<file path="src/rtl/vend_pkg.sv">
// Shared widths, FSM state encoding and price lookup for the vending controller.
package vend_pkg;

    localparam int unsigned NumSlots  = 4;
    localparam int unsigned SlotW     = 2;
    localparam int unsigned CreditW   = 8;
    localparam int unsigned QtyW      = 4;
    localparam int unsigned MoneyW    = 11;
    localparam int unsigned PriceW    = 4;
    localparam int unsigned PriceTabW = NumSlots * PriceW;

    // FSM state encoding
    localparam logic [2:0] StIdle     = 3'd0;
    localparam logic [2:0] StCollect  = 3'd1;
    localparam logic [2:0] StCheck    = 3'd2;
    localparam logic [2:0] StReject   = 3'd3;
    localparam logic [2:0] StDispense = 3'd4;
    localparam logic [2:0] StChange   = 3'd5;

    // Price of one unit in a slot; slot i occupies bits [4i+3:4i] of the table.
    function automatic logic [PriceW-1:0] price_lookup(input logic [PriceTabW-1:0] tbl,
                                                       input logic [SlotW-1:0]     slot);
        return tbl[int'(slot) * PriceW +: PriceW];
    endfunction

endpackage

</file>
<file path="src/rtl/vend_stock_bank.sv">
// Per-slot stock registers with one read port, a saturating-add port (restock)
// and a decrement port (sale). The controller never enables both in one cycle.
module vend_stock_bank
    import vend_pkg::*;
#(
    parameter int unsigned NUM_SLOTS  = NumSlots,
    parameter int unsigned QTY_W      = QtyW,
    parameter int unsigned INIT_STOCK = 10
) (
    input  logic                         clk,
    input  logic                         rst_n,
    input  logic [$clog2(NUM_SLOTS)-1:0] rd_slot_i,
    output logic [QTY_W-1:0]             rd_qty_o,
    input  logic                         add_en_i,
    input  logic [$clog2(NUM_SLOTS)-1:0] add_slot_i,
    input  logic [QTY_W-1:0]             add_qty_i,
    input  logic                         dec_en_i,
    input  logic [$clog2(NUM_SLOTS)-1:0] dec_slot_i,
    input  logic [QTY_W-1:0]             dec_qty_i
);

    localparam int unsigned SelW = $clog2(NUM_SLOTS);

    logic [QTY_W-1:0] stock_q [NUM_SLOTS];
    logic [QTY_W-1:0] stock_d [NUM_SLOTS];
    logic [QTY_W:0]   add_sum;
    logic [QTY_W-1:0] add_sat;

    assign rd_qty_o = stock_q[rd_slot_i];
    assign add_sum  = {1'b0, stock_q[add_slot_i]} + {1'b0, add_qty_i};
    assign add_sat  = add_sum[QTY_W] ? '1 : add_sum[QTY_W-1:0];

    // Next-state stock: saturating restock or decrement on a sale.
    always_comb begin
        stock_d = stock_q;
        for (int i = 0; i < NUM_SLOTS; i++) begin
            if (add_en_i && (add_slot_i == SelW'(i))) begin
                stock_d[i] = add_sat;
            end
            if (dec_en_i && (dec_slot_i == SelW'(i))) begin
                stock_d[i] = stock_q[i] - dec_qty_i;
            end
        end
    end

    // Stock registers, refilled to the initial level on reset.
    always_ff @(posedge clk) begin
        if (!rst_n) begin
            for (int i = 0; i < NUM_SLOTS; i++) begin
                stock_q[i] <= QTY_W'(INIT_STOCK);
            end
        end else begin
            stock_q <= stock_d;
        end
    end

endmodule

</file>
<file path="src/rtl/vend_controller.sv">
// Vending transaction sequencer: coin collection, selection check against credit
// and stock, dispense handshake and change return. Owns the till and stock bank.
// Optional build macro VEND_TIMEOUT_EN enables the idle auto-refund in COLLECT.
module vend_controller
    import vend_pkg::*;
#(
    parameter int unsigned          NUM_SLOTS   = NumSlots,
    parameter int unsigned          CREDIT_W    = CreditW,
    parameter int unsigned          QTY_W       = QtyW,
    parameter int unsigned          MONEY_W     = MoneyW,
    parameter logic [PriceTabW-1:0] PRICE_TABLE = 16'h7253,
    parameter int unsigned          INIT_STOCK  = 10,
    parameter int unsigned          TIMEOUT_CYC = 1000
) (
    input  logic                         clk,
    input  logic                         rst_n,
    input  logic                         coin_valid,
    input  logic [3:0]                   coin_value,
    input  logic                         sel_valid,
    input  logic [$clog2(NUM_SLOTS)-1:0] sel_slot,
    input  logic [QTY_W-1:0]             sel_qty,
    input  logic                         cancel,
    input  logic                         restock_valid,
    input  logic [$clog2(NUM_SLOTS)-1:0] restock_slot,
    input  logic [QTY_W-1:0]             restock_qty,
    output logic                         dispense_valid,
    output logic [$clog2(NUM_SLOTS)-1:0] dispense_slot,
    output logic [QTY_W-1:0]             dispense_qty,
    input  logic                         dispense_ack,
    output logic                         change_valid,
    output logic [CREDIT_W-1:0]          change_amount,
    output logic                         redlight,
    output logic [CREDIT_W-1:0]          credit,
    output logic [MONEY_W-1:0]           machine_money,
    output logic                         busy
);

    localparam int unsigned SelW     = $clog2(NUM_SLOTS);
    localparam int unsigned CostW    = CREDIT_W + QTY_W;
    localparam int unsigned TillSumW = ((MONEY_W > CostW) ? MONEY_W : CostW) + 1;
    localparam logic [TillSumW-1:0] TillMax = TillSumW'((2 ** MONEY_W) - 1);

    logic [2:0]          state_q, state_d;
    logic [CREDIT_W-1:0] credit_q, credit_d;
    logic [MONEY_W-1:0]  till_q, till_d;
    logic [SelW-1:0]     slot_q, slot_d;
    logic [QTY_W-1:0]    qty_q, qty_d;
    logic                redlight_q, redlight_d;

    logic [CREDIT_W:0]   coin_sum;
    logic [CostW-1:0]    cost;
    logic [TillSumW-1:0] till_sum;
    logic [QTY_W-1:0]    stock_rd;
    logic                check_ok;
    logic                stock_add_en;
    logic                stock_dec_en;

`ifdef VEND_TIMEOUT_EN
    localparam int unsigned TmoW = $clog2(TIMEOUT_CYC + 1);
    logic [TmoW-1:0] tmo_q, tmo_d;
`else
    logic [31:0] unused_timeout;
    assign unused_timeout = TIMEOUT_CYC;
`endif

    assign coin_sum = {1'b0, credit_q} + (CREDIT_W + 1)'(coin_value);
    assign cost     = CostW'(price_lookup(PRICE_TABLE, slot_q)) * CostW'(qty_q);
    assign check_ok = (qty_q != '0) && (cost <= CostW'(credit_q)) && (stock_rd >= qty_q);
    assign till_sum = TillSumW'(till_q) + TillSumW'(cost);

    assign stock_add_en = (state_q == StIdle) && restock_valid;
    assign stock_dec_en = (state_q == StCheck) && check_ok;

    vend_stock_bank #(
        .NUM_SLOTS  (NUM_SLOTS),
        .QTY_W      (QTY_W),
        .INIT_STOCK (INIT_STOCK)
    ) u_stock (
        .clk        (clk),
        .rst_n      (rst_n),
        .rd_slot_i  (slot_q),
        .rd_qty_o   (stock_rd),
        .add_en_i   (stock_add_en),
        .add_slot_i (restock_slot),
        .add_qty_i  (restock_qty),
        .dec_en_i   (stock_dec_en),
        .dec_slot_i (slot_q),
        .dec_qty_i  (qty_q)
    );

    // Transaction FSM and credit/till bookkeeping.
    always_comb begin
        state_d    = state_q;
        credit_d   = credit_q;
        till_d     = till_q;
        slot_d     = slot_q;
        qty_d      = qty_q;
        redlight_d = 1'b0;
`ifdef VEND_TIMEOUT_EN
        tmo_d      = tmo_q;
`endif
        case (state_q)
            StIdle: begin
                if (coin_valid) begin
                    credit_d = CREDIT_W'(coin_value);
                    state_d  = StCollect;
`ifdef VEND_TIMEOUT_EN
                    tmo_d    = '0;
`endif
                end
            end
            StCollect: begin
                // Coin is applied before any selection in the same cycle.
                if (coin_valid) begin
                    if (coin_sum[CREDIT_W]) begin
                        redlight_d = 1'b1;
                    end else begin
                        credit_d = coin_sum[CREDIT_W-1:0];
                    end
                end
                if (cancel) begin
                    state_d = StChange;
                end else if (sel_valid) begin
                    slot_d  = sel_slot;
                    qty_d   = sel_qty;
                    state_d = StCheck;
                end
`ifdef VEND_TIMEOUT_EN
                if (coin_valid || sel_valid) begin
                    tmo_d = '0;
                end else if (!cancel) begin
                    if (tmo_q == TmoW'(TIMEOUT_CYC - 1)) begin
                        state_d = StChange;
                    end else begin
                        tmo_d = tmo_q + 1'b1;
                    end
                end
`endif
            end
            StCheck: begin
                if (check_ok) begin
                    credit_d = credit_q - cost[CREDIT_W-1:0];
                    till_d   = (till_sum > TillMax) ? '1 : till_sum[MONEY_W-1:0];
                    state_d  = StDispense;
                end else begin
                    redlight_d = 1'b1;
                    state_d    = StReject;
                end
            end
            StReject: begin
                state_d = StCollect;
`ifdef VEND_TIMEOUT_EN
                tmo_d   = '0;
`endif
            end
            StDispense: begin
                if (dispense_ack) begin
                    state_d = StChange;
                end
            end
            StChange: begin
                credit_d = '0;
                state_d  = StIdle;
            end
            default: state_d = StIdle;
        endcase
    end

    // State registers; reset discards credit without a change pulse.
    always_ff @(posedge clk) begin
        if (!rst_n) begin
            state_q    <= StIdle;
            credit_q   <= '0;
            till_q     <= '0;
            slot_q     <= '0;
            qty_q      <= '0;
            redlight_q <= 1'b0;
`ifdef VEND_TIMEOUT_EN
            tmo_q      <= '0;
`endif
        end else begin
            state_q    <= state_d;
            credit_q   <= credit_d;
            till_q     <= till_d;
            slot_q     <= slot_d;
            qty_q      <= qty_d;
            redlight_q <= redlight_d;
`ifdef VEND_TIMEOUT_EN
            tmo_q      <= tmo_d;
`endif
        end
    end

    assign dispense_valid = (state_q == StDispense);
    assign dispense_slot  = slot_q;
    assign dispense_qty   = qty_q;
    assign change_valid   = (state_q == StChange) && (credit_q != '0);
    assign change_amount  = change_valid ? credit_q : '0;
    assign redlight       = redlight_q;
    assign credit         = credit_q;
    assign machine_money  = till_q;
    assign busy           = (state_q != StIdle);

endmodule
</file>
<file path="config.mk">
export PLATFORM = sky130hd
export DESIGN_NAME = vend_controller
export DESIGN_NICKNAME = d
export VERILOG_FILES = /design/src/rtl/vend_pkg.sv /design/src/rtl/vend_stock_bank.sv /design/src/rtl/vend_controller.sv
export SDC_FILE = /design/constraint.sdc
export NUM_CORES = 1
export LEC_CHECK = 0
export CAP_MARGIN = 25
export CORE_MARGIN = 2
export CORE_UTILIZATION = 50
export CTS_CLUSTER_DIAMETER = 40
export DETAILED_ROUTE_END_ITERATION = 10
export PLACE_DENSITY = 0.8
export SLEW_MARGIN = 20
export SYNTH_ARGS = -nofsm -noshare
export SYNTH_HDL_FRONTEND = slang
export SYNTH_HIERARCHICAL = 1
export SYNTH_SLANG_ARGS = --single-unit
</file>
<file path="constraint.sdc">
create_clock -name clk -period 7.65 [get_ports clk]
set_input_delay 2.295 -clock clk [delete_from_list [all_inputs] [get_ports clk]]
set_output_delay 2.295 -clock clk [all_outputs]
set_load 0.02 [all_outputs]
</file>
==> impl_metrics.py, run 1 <==
metrics = {
    "outcome": {
        "status": "finished, final reports clean",
    },
    "power": {
        "finalPower_mw": 0.668,
        "p_clk_frac": 0.239,
        "p_int_mw": 0.418,
        "p_sw_mw": 0.250,
        "leakagePower_nw": 2.08,
        "peakVddDrop_mv": 0.0878,
        "p_sw_frac": 0.374,
        "seq_power_share": 0.404,
        "p_per_area_nw_per_um2": 130,
        "power_frac_comb": 0.357,
    },
    "grt": {
        "antenna_found_initial": 0,
        "grt-ovfl-total": 0,
        "use_met3": 0.0446,
        "grt_max_degree": 40,
        "grt_pass1_vias": 4236,
        "grt_pass1_wl_mm": 19.6,
        "grt_util_met2": 0.422,
        "gr-max-usage-layer": "met2",
        "track_usage": 0.248,
        "use_met1": 0.318,
    },
    "timing": {
        "fin_crit_sh": 0.717,
        "finalSetupViolCount": 0,
        "tns_ns": 0,
        "post-route-min-period_ns": 5.49,
        "hold_slack_ns": 0.546,
        "slew_violations": 0,
        "skew_ns": 0.00782,
        "final_hold_viol_count": 0,
        "rsz0062_at_grt": "no",
        "timing_worst_slew_pin_value_ns": 0.783,
        "fmax_ghz": 0.182,
        "slew_headroom": 0.477,
    },
    "cells_and_area": {
        "final.fill_count": 778,
        "final_cells": 680,
        "diodes": 0,
        "final_layout_size_suffix_gt1_frac": 0.0734,
        "final_util": 0.597,
        "syn_to_final_growth_pct": 17.2,
        "layout.nets": 655,
    },
    "critical_path": {
        "r2r_setup_slack_ns": 2.16,
        "crit_type": "reg2reg",
        "critPathRequiredTime_ns": 7.89,
        "path_max_fanout": 17,
        "end_kind": "flop",
        "reg2reg_from": "dispense_slot[0]",
        "critPathLaunch": "dispense_slot[0]",
        "critPathLaunchType": "flop",
        "arrival_ns": 5.73,
    },
    "synthesis": {
        "synth_edf_count": 0,
        "synth_ff_type": "dfxtp_1",
        "ys_types": 67,
        "yosys_register_bits": 45,
        "syn_nets": 603,
        "ys_seq_area_frac": 0.206,
        "synth_warnings": 6,
        "async_reset_ff_frac": 0,
        "syn_area_um2": 4380,
        "synth_top_cell_area_share": 0.206,
        "synth_top_cell_by_area": "dfxtp_1",
        "syn_avg_cell_area_um2": 8.44,
        "synth_cells": 519,
        "ys_top_cells_by_area": "dfxtp_1, ha_1, fa_1",
    },
    "job": {
        "cap_viol_max_count": 0,
    },
    "die": {
        "fp.dieW_um": 97.6,
        "fp-row-count": 34,
        "start_util": 0.509,
        "die_area_um2": 9520,
        "die_y_um": 97.6,
        "io_pins": 60,
        "core_area_um2": 8590,
    },
    "drt": {
        "vias": 4172,
        "vias_per_cell": 6.14,
        "first_pass_iters": 5,
        "drt-total-wl_mm": 11.7,
        "avgRoutedWirePerCell_um": 17.2,
        "antenna_left": 0,
        "drc": 0,
        "drt_iter0_drc": 377,
    },
    "clock_tree": {
        "cts_buffer_depth": 2,
        "cts_max_level": 2,
        "clk_pin_slew_ns": 0.10,
        "cts_resized": 0,
        "cts_tree": "yes",
        "post-cts-setup-buffer-count": 0,
        "hold_buffers": 0,
        "clk_latency_ns": 0.32,
        "numCtsBuffers": 5,
        "clockRootBuffer": "clkbuf_8",
        "cts.sink_count": 45,
    },
    "worst_hold_path": {
        "worstHoldPathType": "reg2reg",
        "hold_path.startpoint": "machine_money[9]",
    },
    "place": {
        "io_buffers": 59,
        "dp.cells": 672,
        "hpwl_mm": 8.92,
        "gp_congestion": 0.932,
    },
}
-- cells by family after synthesis --
kind of cell               Yosys count  share of synthesized area
AOI/OAI and AO/OA                  133                      0.222
xor gates and xnor gates            25                     0.0500
adders and majority gates           61                      0.191
buffers and inverters               54                     0.0497
DFF                                 45                      0.206
muxes                                9                     0.0434
and+or+nand+nor                    192                      0.237
-- final timing paths --
| path | cells after the start | end |
|---|---|---|
| max | 22 | u_stock/stock_q[15] |
| min reg2reg | 2 | machine_money[9] |
| min | 2 | machine_money[9] |
| max reg2reg | 22 | u_stock/stock_q[15] |
-- critical path, stage by stage, from the launching register on --
cell and delay (ns):
dfxtp_1 0.69, nand2b_1 0.19, and2_1 0.22, fa_1 0.45
ha_1 0.32, inv_1 0.06, fa_1 0.45, nor2b_1 0.13
o21ai_0 0.09, nand2b_1 0.11, xor2_1 0.22, inv_1 0.07
ha_1 0.39, and4_2 0.24, o21ai_1 0.06, a211o_1 0.36
nor2_1 0.12, buf_4 0.24, nor3b_2 0.46, nor2_1 0.10
a31oi_1 0.15, nor2_1 0.05, o31ai_1 0.21
-- Yosys cell counts (9+ instances only) --
| cell | count |
|---|---|
| a21boi_0 | 10 |
| a21o_1 | 12 |
| a21oi_1 | 18 |
| and2_1 | 14 |
| and3_1 | 13 |
| dfxtp_1 | 45 |
| fa_1 | 10 |
| ha_1 | 51 |
| inv_1 | 38 |
| nand2_1 | 33 |
| nand2b_1 | 9 |
| nand3_1 | 15 |
| nor2_1 | 52 |
| nor2b_1 | 10 |
| o21ai_0 | 20 |
| o31ai_1 | 9 |
| xnor2_1 | 16 |
| xor2_1 | 9 |
-- power groups by stage --
stage                     clock, mW  combinational [mW]  sequential, mW
after floorplan                   0               0.167           0.269
after CTS                     0.161               0.236           0.269
after global placement            0               0.225           0.274
after detailed placement          0               0.234           0.274
final                         0.160               0.238           0.270
after global routing          0.170               0.261           0.272
-- cell type report --
type                            count  area, um2  area share
Clock buffer                        6       72.6      0.0141
Clock inverter                      2       15.0     0.00293
Inverter                           38        143      0.0278
Multi-Input combinational cell    420       3260       0.635
Sequential cell                    45        901       0.176
Tap cell                          108        135      0.0263
Timing Repair Buffer               61        606       0.118
-- per-layer routing --
layer,wire (um),share of wire
met3,956,0.082
met2,5590,0.48
met1,4970,0.42
met4,201,0.017
met5,0,0
-- placed cells by master (no fill, tap or decap), types with 4 or more instances in the layout --
cell	instances
o211ai_1	6
xor2_1	9
nand4_1	4
nand3_1	15
xnor2_1	16
nor3_1	6
and3_1	13
and2_1	14
o31ai_1	9
o21a_1	6
clkbuf_8	5
nor2b_1	10
nand3b_1	6
nand2b_1	9
clkdlybuf4s50_1	59
a21boi_0	10
nor2_1	52
ha_1	51
o22ai_1	5
dfxtp_1	45
nand2_1	33
nor4_1	4
a21o_1	12
inv_1	38
o221ai_1	4
o21ai_0	20
a21oi_1	18
fa_1	10
o221a_2	8
mux4_2	8
-- per-stage QoR --
stage	setup WS [ns]	instance area, um2
floorplan	2.66	4380
CTS	2.20	5130
global route	1.72	5130
finish	2.16	5130
global placement	2.40	5040
detailed placement	2.22	5040
-- state kept, by name (all words and copies together) (netlist names) --
| register | flops |
|---|---|
| credit | 8 |
| redlight | 1 |
| u_stock/stock_q | 16 |
| dispense_slot | 2 |
| machine_money | 11 |
| dispense_qty | 4 |
| state_q | 3 |
(Power assumes the default switching activity.)
==> run 2, diff against run 1 <==
Clock period 7.65 ns to 5.45 ns, I/O delays scaled along.
==> run 2 against run 1 <==
  * Final area rose by 0.66%
  * Sequential share of layout area down 0.11 points
  * Die area stayed put
  * Sequential power is 39% higher
  * Combinational power up 43%
  * Non-clock buffer count grew 4
  * Utilization increased by 0.39 points
  * Flip-flop and latch count stayed put
  * Critical path type unchanged
  * Critical endpoint is now u_stock/stock_q[3]
==> impl_metrics.py, run 2 (same netlist as run 1, synthesis figures left out) <==
metrics = {
    "drt": {
        "avgRoutedWirePerCell_um": 17.3,
        "vias": 4238,
        "antenna_left": 0,
        "first_pass_iters": 5,
        "vias_per_cell": 6.20,
        "drt-total-wl_mm": 11.9,
        "drt_iter0_drc": 326,
        "drc": 0,
    },
    "clock_tree": {
        "cts_tree": "yes",
        "clk_pin_slew_ns": 0.10,
        "cts_max_level": 2,
        "clockRootBuffer": "clkbuf_8",
        "cts_resized": 0,
        "cts_buffer_depth": 2,
        "hold_buffers": 0,
        "post-cts-setup-buffer-count": 0,
        "clk_latency_ns": 0.31,
        "numCtsBuffers": 5,
        "cts.sink_count": 45,
    },
    "power": {
        "p_per_area_nw_per_um2": 182,
        "leakagePower_nw": 2.11,
        "peakVddDrop_mv": 0.125,
    },
    "cells_and_area": {
        "layout_common_cells": "clkdlybuf4s50_1, nor2_1, ha_1",
        "final_util": 0.601,
        "final.fill_count": 776,
        "final_layout_size_suffix_gt1_frac": 0.0816,
        "syn_to_final_growth_pct": 18.0,
        "largest_register_ffs": 16,
        "top_register": "u_stock/stock_q",
        "final_common_cell": "clkdlybuf4s50_1",
        "diodes": 0,
        "layout.nets": 659,
    },
    "critical_path": {
        "critPathRequiredTime_ns": 5.69,
        "arrival_ns": 5.31,
        "reg2reg_from": "dispense_slot[0]",
        "worstRegToRegCells": 21,
        "critPathLaunchType": "flop",
        "end_kind": "flop",
        "r2r-end": "u_stock/stock_q[3]",
        "crit_type": "reg2reg",
        "path_max_fanout": 16,
        "r2r_setup_slack_ns": 0.37,
    },
    "grt": {
        "use_met1": 0.331,
        "grt_max_degree": 32,
        "grt_pass1_wl_mm": 19.6,
        "grt_util_met2": 0.407,
        "track_usage": 0.247,
        "gr-max-usage-layer": "met2",
        "grt_pass1_vias": 4109,
        "use_met3": 0.0374,
        "antenna_found_initial": 0,
        "grt-ovfl-total": 0,
    },
    "job": {
        "cap_viol_max_count": 0,
    },
    "place": {
        "gp_congestion": 0.982,
        "hpwl_mm": 9.12,
        "io_buffers": 59,
    },
    "timing": {
        "hold_slack_ns": 0.556,
        "finalSetupViolCount": 0,
        "skew_ns": 0.00748,
        "fin_crit_sh": 0.931,
        "fmax_ghz": 0.197,
        "final_hold_viol_count": 0,
        "rsz0062_at_grt": "no",
        "post-route-min-period_ns": 5.08,
        "tns_ns": 0,
        "timing_worst_slew_pin_value_ns": 0.760,
        "slew_violations": 0,
        "slew_headroom": 0.493,
    },
    "worst_hold_path": {
        "worstHoldPathCells": 2,
        "worstHoldPathType": "reg2reg",
        "hold_path_end": "machine_money[9]",
        "hold_path.startpoint": "machine_money[9]",
    },
    "die": {
        "io_pins": 60,
        "core_area_um2": 8590,
        "die_area_um2": 9520,
        "fp.dieW_um": 97.6,
        "fp-row-count": 34,
        "start_util": 0.509,
        "die_y_um": 97.6,
    },
    "outcome": {
        "status": "finished, final reports clean",
    },
}
[run 2: cell types whose count changed in the layout (fill, tap and decap cells not counted)]
cell,previous run,this run
clkinvlp_4,2,0
buf_4,2,6
clkbuf_1,1,0
clkinv_4,0,2
clkinv_2,0,1
[run 2: layout make-up]
| type | instances | area, um2 | share of cell area |
|---|---|---|---|
| Sequential cell | 45 | 901 | 0.174 |
| Clock inverter | 3 | 22.5 | 0.00436 |
| Timing Repair Buffer | 65 | 636 | 0.123 |
| Tap cell | 108 | 135 | 0.0262 |
| Inverter | 38 | 143 | 0.0276 |
| Clock buffer | 5 | 68.8 | 0.0133 |
| Multi-Input combinational cell | 420 | 3260 | 0.631 |
[run 2: routing by layer]
| metal | share of wire | vias up |
|---|---|---|
| li1 | - | 2008 |
| met1 | 0.43 | 2023 |
| met2 | 0.48 | 183 |
| met3 | 0.074 | 24 |
| met4 | 0.019 | 0 |
| met5 | 0 | - |
[run 2: report_power, final]
group,total (mW),internal (mW),leakage [nW],switching (mW)
registers,0.374,0.344,0.365,0.0307
logic,0.340,0.154,1.70,0.185
clock network,0.225,0.0914,0.0481,0.134
[run 2: worst max-delay path by stage]
stage                                 from                   to  slack (ns)
final                     dispense_slot[0]   u_stock/stock_q[3]        0.37
after global placement    dispense_slot[0]  u_stock/stock_q[15]        0.79
after global routing      dispense_slot[0]  u_stock/stock_q[15]       0.002
after CTS                 dispense_slot[0]   u_stock/stock_q[3]        0.41
after floorplan           dispense_slot[1]  u_stock/stock_q[15]        0.46
after detailed placement  dispense_slot[0]  u_stock/stock_q[15]        0.52
[run 2: metrics by stage]
stage	cells	area [um2]	worst slack [ns]	power [mW]
final	684	5160	0.374	0.939
after global routing	684	5160	0.00212	0.992
after CTS	684	5160	0.408	0.940
after detailed placement	676	5070	0.521	0.714
after global placement	676	5070	0.787	0.704
after floorplan	519	4380	0.460	0.612
[run 2: worst max-delay path, cell delays in order, from the launching register on]
cell and delay [ns]:
dfxtp_1 0.39, nand2b_1 0.21, and2_1 0.19, fa_1 0.48, ha_1 0.32, inv_1 0.06, fa_1 0.45, nor2b_1 0.15
o21ai_0 0.10, nand2b_1 0.11, xor2_1 0.23, inv_1 0.07, ha_1 0.38, and4_2 0.23, o21ai_1 0.07, a211o_1 0.35
nor2_1 0.17, buf_4 0.27, nand3_1 0.21, nand2_1 0.11, a2bb2o_1 0.28, o21ai_0 0.16
==> run 3, diff against run 2 <==
Clock period 5.45 ns to 5.5 ns, I/O delays scaled along.
==> run 3 against run 2 <==
  * Power decreased by 0.81%
  * Largest cell class unchanged
  * Register-to-register slack better by 0.14 ns
  * Highest routed layer unchanged
  * Clock-buffer cell count stayed put
  * Non-clock buffer count is 2 higher
  * Critical path depth is the same
  * Die area stayed put
  * Cell count grew 0.44%
  * Clock skew increased by 0.0078 ns
  * Sequential share of layout area down 0.055 points
==> impl_metrics.py, run 3 (same netlist as run 1, synthesis figures left out) <==
metrics = {
    "grt": {
        "grt-ovfl-total": 0,
        "track_usage": 0.255,
        "grt_pass1_vias": 4215,
        "antenna_found_initial": 1,
        "grt_max_degree": 22,
        "grt_pass1_wl_mm": 20.1,
    },
    "place": {
        "gp_congestion": 0.986,
        "hpwl_mm": 9.43,
        "pre_cts_ws_ns": 0.567,
        "io_buffers": 59,
        "dp.cells": 678,
    },
    "die": {
        "fp.dieW_um": 97.6,
        "core_area_um2": 8590,
        "io_pins": 60,
        "fp-row-count": 34,
        "die_area_um2": 9520,
        "die_y_um": 97.6,
        "start_util": 0.509,
    },
    "worst_hold_path": {
        "worstHoldPathType": "reg2reg",
    },
    "clock_tree": {
        "clk_pin_slew_ns": 0.10,
        "cts_max_level": 2,
        "clk_latency_ns": 0.31,
        "cts_resized": 0,
        "post-cts-setup-buffer-count": 0,
        "cts_buffer_depth": 2,
        "hold_buffers": 0,
        "numCtsBuffers": 5,
        "clockRootBuffer": "clkbuf_8",
        "cts_tree": "yes",
        "cts.sink_count": 45,
    },
    "drt": {
        "antenna_left": 0,
        "first_pass_iters": 5,
        "drc": 0,
        "avgRoutedWirePerCell_um": 17.6,
        "drt-total-wl_mm": 12.1,
        "vias_per_cell": 6.13,
        "drt_iter0_drc": 313,
        "vias": 4213,
    },
    "timing": {
        "final_hold_viol_count": 0,
        "skew_ns": 0.0153,
        "slew_headroom": 0.577,
        "tns_ns": 0,
        "fin_crit_sh": 0.907,
        "post-route-min-period_ns": 4.99,
        "hold_slack_ns": 0.556,
        "worst_slack_ns": 0.513,
        "rsz0062_at_grt": "no",
        "slew_violations": 0,
        "fmax_ghz": 0.201,
        "timing_worst_slew_pin_value_ns": 0.634,
        "finalSetupViolCount": 0,
    },
    "critical_path": {
        "path_max_fanout": 9,
        "end_kind": "flop",
        "arrival_ns": 5.22,
        "critPathLaunchType": "flop",
        "critPathRequiredTime_ns": 5.73,
        "crit_type": "reg2reg",
        "cp_slowest_cell": "nor3b_2",
        "cp_common_cell": "nor2_1",
        "cp_cell_sequence": "nand2b_1 -> and2_1 -> fa_1 -> ha_1 -> inv_1 -> fa_1 -> nor2b_1 -> o21ai_0 -> nand2b_1 -> xor2_1 -> inv_1 -> ha_1 -> and4_2 -> o21ai_1 -> a211o_1 -> nor2_1 -> nor3b_2 -> nor2_1 -> a31oi_1 -> nor2_1 -> o31ai_1",
        "critPathMaxStageDelay_ns": 0.50,
    },
    "power": {
        "peakVddDrop_mv": 0.131,
        "leakagePower_nw": 2.12,
        "p_per_area_nw_per_um2": 180,
        "finalPower_mw": 0.932,
    },
    "cells_and_area": {
        "final_common_cell": "clkdlybuf4s50_1",
        "final_cells": 687,
        "layout.nets": 661,
        "final.fill_count": 756,
        "top_register": "u_stock/stock_q",
        "syn_to_final_growth_pct": 18.3,
        "largest_register_ffs": 16,
        "layout_common_cells": "clkdlybuf4s50_1, nor2_1, ha_1",
        "final_layout_size_suffix_gt1_frac": 0.0848,
    },
    "outcome": {
        "status": "finished, final reports clean",
    },
    "job": {
        "cap_viol_max_count": 0,
    },
}
==> run 3: cell count changes in the layout (fill, tap and decap cells not counted) <==
cell,change
clkinv_4,-2
clkinvlp_4,+1
diode_2,+1
inv_6,+1
buf_4,+2
==> run 3: worst paths after layout <==
path | cells past startpoint | slack (ns) | to | from
worst min register to register | 2 | 0.56 | machine_money[9] | machine_money[9]
worst min-delay path | 2 | 0.56 | machine_money[9] | machine_money[9]
worst max register to register | 21 | 0.51 | u_stock/stock_q[15] | dispense_slot[0]
worst max-delay path | 21 | 0.51 | u_stock/stock_q[15] | dispense_slot[0]
==> run 3: where the power goes <==
| group | total, mW | internal, mW | switching (mW) |
|---|---|---|---|
| registers | 0.371 | 0.340 | 0.0305 |
| logic | 0.341 | 0.155 | 0.186 |
| clock network | 0.220 | 0.0905 | 0.130 |
==> run 3: final cells by class <==
type	count	area, um2	area share
multi-input cells	420	3260	0.629
flip-flops and latches	45	901	0.174
inverters	38	143	0.0275
repair buffers	67	651	0.126
clock inverters	3	21.3	0.00411
clock buffers	5	68.8	0.0133
diodes	1	2.50	0.000483
well taps	108	135	0.0261
==> run 3: per-stage QoR <==
step	instance area [um2]	util
2_1_floorplan	4380	-
3_3_place_gp	5090	0.592
3_5_place_dp	5090	0.592
4_1_cts	5180	0.603
5_1_grt	5180	0.603
6_report	5180	0.603
==> run 3: metal layers <==
metal / vias up / part of all wire / track usage
li1: 2018 / - / -
met1: 2011 / 0.43 / 0.331
met2: 164 / 0.49 / 0.434
met3: 20 / 0.062 / 0.0403
met4: 0 / 0.017 / 0.0823
met5: - / 0 / 0
==> run 3: critical path, delay by kind of cell, from the launching register on <==
| kind | cells | cell delay, ns |
|---|---|---|
| simple gates | 9 | 1.67 |
| fa+ha+maj | 4 | 1.64 |
| compound gates | 5 | 0.91 |
| flops | 1 | 0.36 |
| xor+xnor | 1 | 0.20 |
| buf+inv | 2 | 0.14 |
